**src/rtl/pc_unit.sv**
```systemverilog
// pc_unit: parametrised program-counter unit.
//   Holds the fetch PC and advances it by INC while fetch is accepted.
//   It accepts trap, jump and branch redirects in that priority order.
//   A misaligned jump/branch target loads TRAP_VEC instead of the target.
// Ports:
//   clk, rst             rising-edge clock, synchronous active-high reset
//   halt                 enter HALTED at the next edge (in RUN)
//   fetch_ready          instruction memory accepts pc this cycle
//   fetch_valid          pc is a valid fetch address (RUN only)
//   pc                   registered fetch PC
//   pc_next_seq          pc + INC (combinational), the return address for jal
//   br_taken/br_target   branch redirect request and target
//   jmp_en/jmp_target    jump redirect request and target
//   trap                 trap request; also the only way out of HALTED
//   misalign_err         one-cycle pulse after a misaligned redirect
module pc_unit #(
    parameter int unsigned     WIDTH     = 8,
    parameter int unsigned     INC       = 4,
    parameter int unsigned     ALIGN     = 2,
    parameter logic [WIDTH-1:0] RESET_VEC = '0,
    parameter logic [WIDTH-1:0] TRAP_VEC  = WIDTH'(8'hF0)
) (
    input  logic             clk,
    input  logic             rst,
    input  logic             halt,
    input  logic             fetch_ready,
    output logic             fetch_valid,
    output logic [WIDTH-1:0] pc,
    output logic [WIDTH-1:0] pc_next_seq,
    input  logic             br_taken,
    input  logic [WIDTH-1:0] br_target,
    input  logic             jmp_en,
    input  logic [WIDTH-1:0] jmp_target,
    input  logic             trap,
    output logic             misalign_err
);

    // With ALIGN == 0 this mask is all zeros, so the alignment check never fires.
    localparam logic [WIDTH-1:0] AMASK = WIDTH'((64'd1 << ALIGN) - 64'd1);

    typedef enum logic [1:0] {BOOT, RUN, HALTED} state_t;

    state_t           state_q, state_d;
    logic [WIDTH-1:0] pc_q, pc_d;
    logic             err_q, err_d;
    logic             redir;
    logic [WIDTH-1:0] tgt;

    assign pc_next_seq  = pc_q + WIDTH'(INC);
    assign pc           = pc_q;
    assign fetch_valid  = (state_q == RUN);
    assign misalign_err = err_q;

    always_comb begin
        state_d = state_q;
        pc_d    = pc_q;
        err_d   = 1'b0;
        redir   = 1'b0;
        tgt     = '0;
        case (state_q)
            BOOT: state_d = RUN;
            RUN: begin
                if (trap) begin
                    pc_d = TRAP_VEC;
                end else if (jmp_en) begin
                    redir = 1'b1;
                    tgt   = jmp_target;
                end else if (br_taken) begin
                    redir = 1'b1;
                    tgt   = br_target;
                end else if (fetch_ready) begin
                    pc_d = pc_next_seq;
                end
                // Only the selected target is checked. A lower-priority
                // request that is masked in the same cycle is ignored.
                if (redir) begin
                    if ((tgt & AMASK) != '0) begin
                        pc_d  = TRAP_VEC;
                        err_d = 1'b1;
                    end else begin
                        pc_d = tgt;
                    end
                end
                if (halt) state_d = HALTED;
            end
            HALTED: begin
                if (trap) begin
                    pc_d    = TRAP_VEC;
                    state_d = RUN;
                end
            end
            default: state_d = BOOT;
        endcase
    end

    always_ff @(posedge clk) begin
        if (rst) begin
            state_q <= BOOT;
            pc_q    <= RESET_VEC;
            err_q   <= 1'b0;
        end else begin
            state_q <= state_d;
            pc_q    <= pc_d;
            err_q   <= err_d;
        end
    end

endmodule

```
**config.mk**
```make
export PLATFORM = sky130hd
export DESIGN_NAME = pc_unit
export DESIGN_NICKNAME = d
export VERILOG_FILES = /design/src/rtl/pc_unit.sv
export SDC_FILE = /design/constraint.sdc
export NUM_CORES = 1
export LEC_CHECK = 0
export ABC_AREA = 1
export BUFFER_PORTS_ARGS = -buffer_cell sky130_fd_sc_hd__buf_2
export CAP_MARGIN = 20
export CELL_PAD_IN_SITES_DETAIL_PLACEMENT = 0
export CELL_PAD_IN_SITES_GLOBAL_PLACEMENT = 1
export CORE_UTILIZATION = 28
export CTS_BUF_LIST = sky130_fd_sc_hd__clkbuf_8
export CTS_CLUSTER_SIZE = 8
export DETAILED_ROUTE_END_ITERATION = 8
export GPL_TIMING_DRIVEN = 1
export PLACE_DENSITY_LB_ADDON = 0.1
export SLEW_MARGIN = 5
export SYNTH_ARGS = -nofsm -noshare
export SYNTH_HDL_FRONTEND = slang
export SYNTH_SLANG_ARGS = --single-unit
```
**constraint.sdc**
```tcl
create_clock -name clk -period 1.4 [get_ports clk]
set_clock_uncertainty 0.15 [all_clocks]
set_input_delay 0.14 -clock clk [delete_from_list [all_inputs] [get_ports clk]]
set_output_delay 0.14 -clock clk [all_outputs]
set_load 0.005 [all_outputs]
```
# Yosys cells after proc, flatten, opt, wreduce, memory -nomap -nowiden
# Cells that the tools add are included.
# W data, S select, Z words.
[op_classes]
reduce_logical = 6
n_addsub = 1
muxes = 20
eq_ne = 7
n_bitwise = 2
[op_table]
columns = ["op", "n"]
rows = [
  ["$mux W8", 11],
  ["$pmux W8 S2", 1],
  ["$ne A4 B2 Y1 const B", 3],
  ["$add A8 B3 Y8 const B", 1],
  ["$reduce_bool A8 Y1", 1],
  ["$pmux W2 S3", 1],
  ["$mux W1", 5],
  ["$reduce_and A5 Y1", 1],
  ["$mux W2", 2],
  ["$ne A2 B2 Y1 const B", 2],
  ["$reduce_or A3 Y1", 1],
  ["$eq A2 B1 Y1 const B", 1],
  ["$eq A2 B2 Y1 const B", 1],
  ["$logic_not A2 Y1", 1],
  ["$not A1 Y1", 2],
  ["$reduce_and A2 Y1", 1],
  ["$reduce_bool A2 Y1", 1],
]
[totals]
out_inout_bits = 18
reg_bits = 11
word_cells = 39

# Depth between registers and ports, before layout
# Gate-level depths: netlist of run 1.
[logic_depth]
depth_word = 8
ltp_mapped = 10
mapped_depth_nobuf = 10

# Worst setup path after synthesis of run 1
# OpenSTA, ideal clock, no wires.
[synth_timing]
path_kind = "reg2reg"
startpoint = "register state_q[0]"
endpoint = "register pc_q[5] (netlist: pc[5])"
path_stages_with_launch = 11
setup_time_ns = 0.115
arrival_ns = 1.192
synth_period_minus_slack_ns = 1.457
slack_ns = -0.057
cell_sequence = "dfxtp_1 > inv_1 > ha_1 > nand2_1 > nand2_1 > clkinv_2 > nand2_4 > inv_6 > nand2_1 > nor2_1 > nor2_1"
[synth_via]
elab_chain_cells = 3
elab_cells_between_ends = 9
cone_classes = "eq/ne (6); mux (1); reduce/logical (2)"
[synth_lines]
columns = ["item", "line_no", "source"]
rows = [
  ["start, declared", "43", "state_t state_q, state_d;"],
  ["start signal, assigned", "102", "state_q <= state_d;"],
  ["$eq A2 B1 Y1 / $eq A2 B2 Y1 (equally long branches)", "60", "case (state_q)"],
  ["$ne A4 B2 Y1 (no line) (tied with other cells)", "--", ""],
  ["$reduce_and A5 Y1 (no line)", "--", ""],
  ["end signal, assigned", "103", "pc_q <= pc_d;"],
  ["end, declared", "44", "logic [WIDTH-1:0] pc_q, pc_d;"],
]
# Parallel ways exist; a longest one is shown, timed or not.
# A chain may end at the register's enable or synchronous reset.

# Worst setup path in the final report of run 1
[layout_timing]
startpoint = "register state_q[0]"
endpoint = "register pc_q[2] (netlist: pc[2])"
# The elaborated chain is that of the path after synthesis.

==> metrics.md, run 1 <==
| Metric | Value |
|---|---|
| Outcome | finished, violations left |
| Failing checks | negative setup slack |
| Grt ovf | 0 |
| Synth top area cells | dfxtp_1, nand2_1, nand3_1 |
| Largest net degree at the start of global routing | 10 |
| GPL Wtd Cong | 0.715 |
| Hold Vio Cnt, Final | 0 |
| DR DRC count | 0 |
| Initial antenna violation count | 0 |
| Final net count | 225 |
| Adder-Cell Fraction of Synth Area | 8.47% |
| Max-slew violations | 0 |
| Worst-Margin Slew | 0.243 ns |
| Setup CP Type | flop to flop |
| HP Class | input port to flop |
| Iteration count of the initial detailed-routing pass | 4 |
| CTS tree | yes |
| I/O Buffers | 40 |
| Via density | 4.26 |
| Share of flip-flops with an asynchronous set or reset | 0% |
| Final Util | 49.7% |
| Total Wirelength | 2.53 mm |
| Post-Place Cells | 225 |
| P&R area growth vs syn | 69.9% |
| Chip width | 58.2 um |
| Crit path required time | 1.41 ns |
| CTS buffer count | 3 |
| Reg-to-reg slack, setup | -0.03 ns |
| Synth Area in Simple Gates | 43.4% |
| WHS Path Cells | 4 |
| Hold Slack | 0.133 ns |
| Fmax | 698 MHz |
| Clk Tree Root Cell | clkbuf_8 |
| Worst hold start | trap |
| Syn Nets | 166 |
| CP Capture Type | flop |
| Die height | 58.2 um |
| Post-synth EDFFs | 0 |
| Worst vdd ir | 0.964 mV |
| Pre-CTS setup slack | -0.0717 ns |
| Leak Pwr | 0.756 nW |
| Sequential area share after synthesis | 24.9% |
| RR Endpoint | pc[2] |
| Avg Inst Size Synth | 6.47 um2 |
| Slew headroom | 83.8% |
| Predominant post-synthesis flop cell | dfxtp_1 |
| Yosys cell types | 23 |
| Post-layout minimum cycle time | 1.43 ns |
| Startpoint class of the critical path | flop |
| DP HPWL | 1.91 mm |
| First-pass GRT wire length | 4.32 mm |
| Ys Warns | 0 |
| Final period util | 102% |
| Standard-cell rows | 20 |
| Fin cells | 239 |
| Compound-Gate Fraction of Synth Area | 8.90% |
| Share of layout cells above drive strength 1 | 56.9% |
| Vias | 1017 |
| DIE AREA | 3390 um2 |
| H-tree lvl count | 1 |
| Core ar. | 3030 um2 |
| # IOs | 41 |
| PwrDens | 1740 nW/um2 |
| Wire length per cell | 10.6 um |
| 1st-iter DRT viols | 20 |
| Hold Path End | misalign_err |
| Synthesized cell area | 886 um2 |
| CTS Buffer Depth | 2 |
| Post-synthesis xor/xnor area fraction | 0.989% |
| Worst-case reg-to-reg path depth | 8 |
| Setup Viol. Count Final | 7 |
| ANT nets after route | 0 |
| Mux share of post-synthesis cell area | 0% |
| Vias in the first global route | 1013 |
| Synth area leader | dfxtp_1 |
| Reg-to-Reg Start | state_q[0] |
| Largest family of logic cells by synthesized area | simple AND/OR/NAND/NOR gates |
| Max Cap Viol | 0 |
| GRT Util Overall | 16.8% |
| Worst skew pair latency | 0.24 ns |
| Critical path arrival | 1.44 ns |
| Tot Pwr | 2.62 mW |
| Crit-path max FO | 6 |
| RSZ-0062 raised after global routing | yes |
| CTS clock-pin slew for the worst setup and hold paths | 0.05 ns |
| Post-synth top area share | 24.9% |
| Synth Register Bits | 11 |
| Final worst slack | -0.0326 ns |
| Mapped Cells | 137 |
| Sink Count | 11 |
| Ant. Diodes | 0 |
| Fillers | 323 |
| Initial core utilization | 29.3% |
[metal layers]
layer | part of all wire (%) | wire (um) | vias to the layer above | track usage, %
met3 | 2.7 | 67 | 2 | 4.69
met1 | 43 | 1100 | 452 | 19.4
met4 | 0.40 | 10 | 0 | 4.08
met2 | 53 | 1350 | 13 | 30.4
li1 | - | - | 550 | -
met5 | 0 | 0 | - | 0
[area by class of cell]
type                            instances  area (um2)  area share [%]
Sequential cell                        11         244            16.2
Multi-Input combinational cell        102         714            47.5
Timing Repair Buffer                   57         337            22.4
Tap cell                               44        55.1            3.66
Inverter                               20        98.8            6.57
Clock inverter                          1        3.75           0.249
Timing Repair inverter                  1        11.3           0.748
Clock buffer                            3        41.3            2.74
[worst max-delay path, stage by stage, from the launching register on]
cell and delay (ns):
dfxtp_4 0.38, inv_6 0.05, ha_4 0.25, nand2_2 0.06, inv_4 0.07, nand2_8 0.09, nor2_1 0.11, nand2_1 0.06
a21oi_1 0.14
[report_power, final]
group          total (mW)  internal, mW  switching, mW
registers           0.622         0.454          0.168
logic                1.68         0.813          0.871
clock network       0.309         0.192          0.117
[worst max path at each step]
stage                     from  slack, ns  cells after the start     to
floorplan           state_q[1]      0.004                      9  pc[4]
global placement    state_q[0]      -0.04                      9  pc[5]
detailed placement  state_q[0]      -0.07                      9  pc[3]
CTS                 state_q[1]      -0.03                      9  pc[3]
global route        state_q[1]      -0.11                      9  pc[5]
finish              state_q[0]      -0.03                      8  pc[2]
[state kept, by name (all words and copies together) (netlist names)]
register,cells
pc,8
state_q,2
misalign_err,1
[Yosys cell counts (3+ instances only)]
master   instances
o21ai_1          4
nand3_1         19
dfxtp_1         11
nand3_2          4
o21ai_0          4
ha_1             6
inv_2            3
inv_1           15
nor2_1          15
a21oi_1          6
nand2_1         35
[cell families after synthesis]
kind of cell / count (synthesis)
compound gates: 15
xor+xnor: 1
fa+ha+maj: 6
buf+inv: 24
flops: 11
simple gates: 80
[through the flow]
step | setup TNS (ns) | cell area [um2]
5_1_grt | -0.970 | 1510
3_3_place_gp | -0.196 | 1170
3_5_place_dp | -0.398 | 1170
2_1_floorplan | 0 | 890
6_report | -0.169 | 1510
4_1_cts | -0.242 | 1390
[layout by cell type (no fill, tap or decap), types with 2 or more instances in the layout]
master / Yosys / layout
dfxtp_1: 11 / 4
a21oi_1: 6 / 6
nand3_2: 4 / 8
inv_4: 0 / 3
o21ai_1: 4 / 2
o21ai_2: 1 / 5
nand2_1: 35 / 30
nand3_1: 19 / 14
nand2_2: 1 / 5
dfxtp_4: 0 / 6
buf_2: 0 / 39
inv_8: 0 / 2
inv_2: 3 / 4
nor2_2: 0 / 3
nor2_4: 0 / 2
ha_1: 6 / 2
inv_1: 15 / 11
clkbuf_8: 0 / 3
ha_4: 0 / 4
nor2_1: 15 / 10
buf_4: 2 / 16
[timing repair]
| item | 4_1_cts | 5_1_grt |
|---|---|---|
| hold buffers | 1 | 0 |
| cloned | 1 | 0 |
| hold endpoints to repair | 2 | 0 |
| buffers inserted | 6 | 2 |
| setup endpoints to repair | 14 | 14 |
| pin swaps | 15 | 10 |
| gates resized for setup | 35 | 28 |
(Power assumes the default switching activity.)
==> inputs of run 2 (changes only) <==
- CORE_ASPECT_RATIO: unset -> 1.2
==> run 2 against run 1 <==
  * The run still ends with negative setup slack left
  * Largest power group unchanged
  * Global-route usage fell by 0.55 points
  * Fmax is 3.8% lower
  * Via count grew 4.1%
  * Utilization fell by 1.9 points
  * First-iteration DRC count is 25% lower
  * Worst setup slack worse by 0.057 ns
==> metrics.md, run 2 (same netlist as run 1, synthesis figures left out) <==
| Metric | Value |
|---|---|
| Leak Pwr | 0.747 nW (-1.2%) |
| Core ar. | 3030 um2 (unchanged) |
| Sequential Power Share | 23.5% (-0.3 points) |
| Worst skew pair latency | 0.24 ns (about the same) |
| First-pass GRT wire length | 4.11 mm (-4.8%) |
| Setup CP Type | flop to primary output |
| Chip width | 53.3 um (-8.4%) |
| Combinational Power Share | 63.9% (-0.5 points) |
| Crit path buf inv count | 2 (unchanged) |
| Worst vdd ir | 0.990 mV (+2.7%) |
| Setup Viol. Count Final | 10 (+3) |
| Tot Pwr | 2.52 mW (-3.7%) |
| ANT nets after route | 0 (unchanged) |
| Sink Count | 11 (unchanged) |
| Final worst slack | -0.0895 ns (-0.0569 ns) |
| Fmax | 671 MHz (-3.8%) |
| Share of layout cells above drive strength 1 | 53.4% (-3.6 points) |
| Ant. Diodes | 0 (unchanged) |
| Cell area after placement | 1160 um2 (-0.21%) |
| CTS clock-pin slew for the worst setup and hold paths | 0.06 ns (about the same) |
| Reg-to-Reg Start | state_q[1] |
| Initial core utilization | 29.3% (unchanged) |
| Crit path required time | 1.11 ns (-0.30 ns) |
| Switching Fraction | 44.1% (-0.18 points) |
| CP Capture Type | primary output |
| Vias in the first global route | 1003 (-0.99%) |
| Crit-path max FO | 3 (-3) |
| Clk network pwr share | 12.6% (+0.8 points) |
| Standard-cell rows | 22 (+10%) |
| Hold Vio Cnt, Final | 0 (unchanged) |
| H-tree lvl count | 1 (unchanged) |
| DIE AREA | 3390 um2 (about the same) |
| Total Wirelength | 2.58 mm (+2.2%) |
| Crit-path cells | buf_6 > nand2_4 > nor2_4 > nand3_2 > and2_4 > buf_6 |
| RSZ-0062 raised after global routing | yes |
| CTS buffer count | 3 (unchanged) |
| Worst hold start | trap |
| CTS tree | yes |
| Max Cap Viol | 0 (unchanged) |
| Cell area after layout | 1450 um2 (-3.9%) |
| Delay-heaviest family, CP | flip-flops |
| Worst path slowest cell | dfxtp_4 |
| I/O Buffers | 40 (unchanged) |
| Final period util | 106% (+4.1 points) |
| GPL Wtd Cong | 0.757 (+5.9%) |
| CTS Buffer Depth | 2 (unchanged) |
| Most common cell after layout, fill and taps aside | buf_2 |
| PwrDens | 1740 nW/um2 (+0.19%) |
| Via density | 4.62 (+8.7%) |
| Wire length per cell | 11.3 um (+6.6%) |
| Most frequent cells in the layout | buf_2, nand2_1, nand3_1 |
| Outcome | finished, violations left |
| Cell with the most instances on the worst path | buf_6 |
| DR DRC count | 0 (unchanged) |
| P_int | 1.41 mW (-3.4%) |
| Max reg flops | 8 (unchanged) |
| Initial antenna violation count | 0 (unchanged) |
| HP Class | input port to flop |
| Slew headroom | 79.0% (-4.8 points) |
| Iteration count of the initial detailed-routing pass | 4 (unchanged) |
| 1st-iter DRT viols | 15 (-25%) |
| Failing checks | negative setup slack |
| Worst-Margin Slew | 0.314 ns (+0.0716 ns) |
| Max-slew violations | 0 (unchanged) |
| Largest net degree at the start of global routing | 10 (unchanged) |
| Clk Tree Root Cell | clkbuf_8 |
| Hold Slack | 0.138 ns (+0.00444 ns) |
| Die height | 63.6 um (+9.2%) |
| DP HPWL | 1.91 mm (-0.15%) |
| Critical path origin | pc[3] |
| Grt ovf | 0 (unchanged) |
| Post-layout minimum cycle time | 1.49 ns (+0.0569 ns) |
| P_sw | 1.11 mW (-4.1%) |
| Vias | 1059 (+4.1%) |
| Crit-path max cell delay | 0.37 ns (about the same) |
| # IOs | 41 (unchanged) |
| GRT Util Overall | 16.2% (-0.55 points) |
| Startpoint class of the critical path | flop |
| Critical path arrival | 1.20 ns (-0.24 ns) |
| Final net count | 223 (-0.89%) |
| P&R area growth vs syn | 63.3% |
run 2: changes by cell type in the layout (fill, tap and decap cells not counted), moves of 2 or more:
cell / previous run / this run
inv_1: 11 / 13
buf_4: 16 / 12
nand3_1: 14 / 17
nor2_1: 10 / 8
buf_6: 1 / 3
nand3_2: 8 / 4
dfxtp_4: 6 / 4
nor2_2: 3 / 5
run 2: timing repair:
item                                    in CTS  in global routing
endpoints found under the setup margin      13                 14
pin swaps                                   14                 13
hold buffers                                 1                  0
gates cloned                                 1                  0
buffers inserted                             3                  2
hold endpoints to repair                     2                  0
resized for setup                           29                 25
run 2: area by class of cell:
| cell class | count | area [um2] |
|---|---|---|
| flip-flops and latches | 11 | 238 |
| repair inverters | 1 | 6.26 |
| clock buffers | 3 | 41.3 |
| repair buffers | 55 | 329 |
| fillers | 346 | 1580 |
| inverters | 20 | 90.1 |
| multi-input cells | 102 | 693 |
| well taps | 36 | 45.0 |
| clock inverters | 1 | 3.75 |
run 2: final timing paths:
kind	cells past startpoint	slack (ns)	endpoint
setup / recovery	6	-0.09	pc_next_seq[7]
hold / removal	4	0.14	misalign_err
setup reg to reg	10	-0.05	pc[4]
hold reg to reg	2	0.30	pc[1]
run 2: metrics by stage:
| stage | cells | setup WS, ns | TNS [ns] | util, % |
|---|---|---|---|---|
| 5_1_grt | 229 | -0.130 | -1.17 | 47.8 |
| 3_3_place_gp | 218 | -0.0397 | -0.145 | 38.5 |
| 4_1_cts | 227 | -0.0942 | -0.547 | 43.8 |
| 6_report | 229 | -0.0895 | -0.298 | 47.8 |
| 3_5_place_dp | 218 | -0.0775 | -0.336 | 38.5 |
| 2_1_floorplan | 137 | 0.00412 | 0 | - |
run 2: metal layers:
metal / global-route usage, % / part of all wire, %
met4: 5.92 / 0.85
met1: 18.7 / 43
met5: 0 / 0
met3: 1.45 / 3.4
met2: 29.4 / 52
run 2: power groups by stage:
| stage | clock (mW) | sequential, mW | combinational, mW |
|---|---|---|---|
| detailed placement | 0 | 0.515 | 1.13 |
| global route | 0.338 | 0.604 | 1.80 |
| global placement | 0 | 0.516 | 1.13 |
| CTS | 0.327 | 0.556 | 1.35 |
| finish | 0.318 | 0.592 | 1.61 |
| floorplan | 0 | 0.516 | 0.691 |
run 2: worst register-to-register path, stage by stage, from the launching register on:
cell	delay, ns
dfxtp_4	0.36
buf_6	0.12
ha_4	0.16
nand2_2	0.07
nand2_2	0.06
inv_4	0.07
nand2_8	0.08
inv_8	0.08
nand3_2	0.06
nor2_2	0.09
nor2_1	0.05
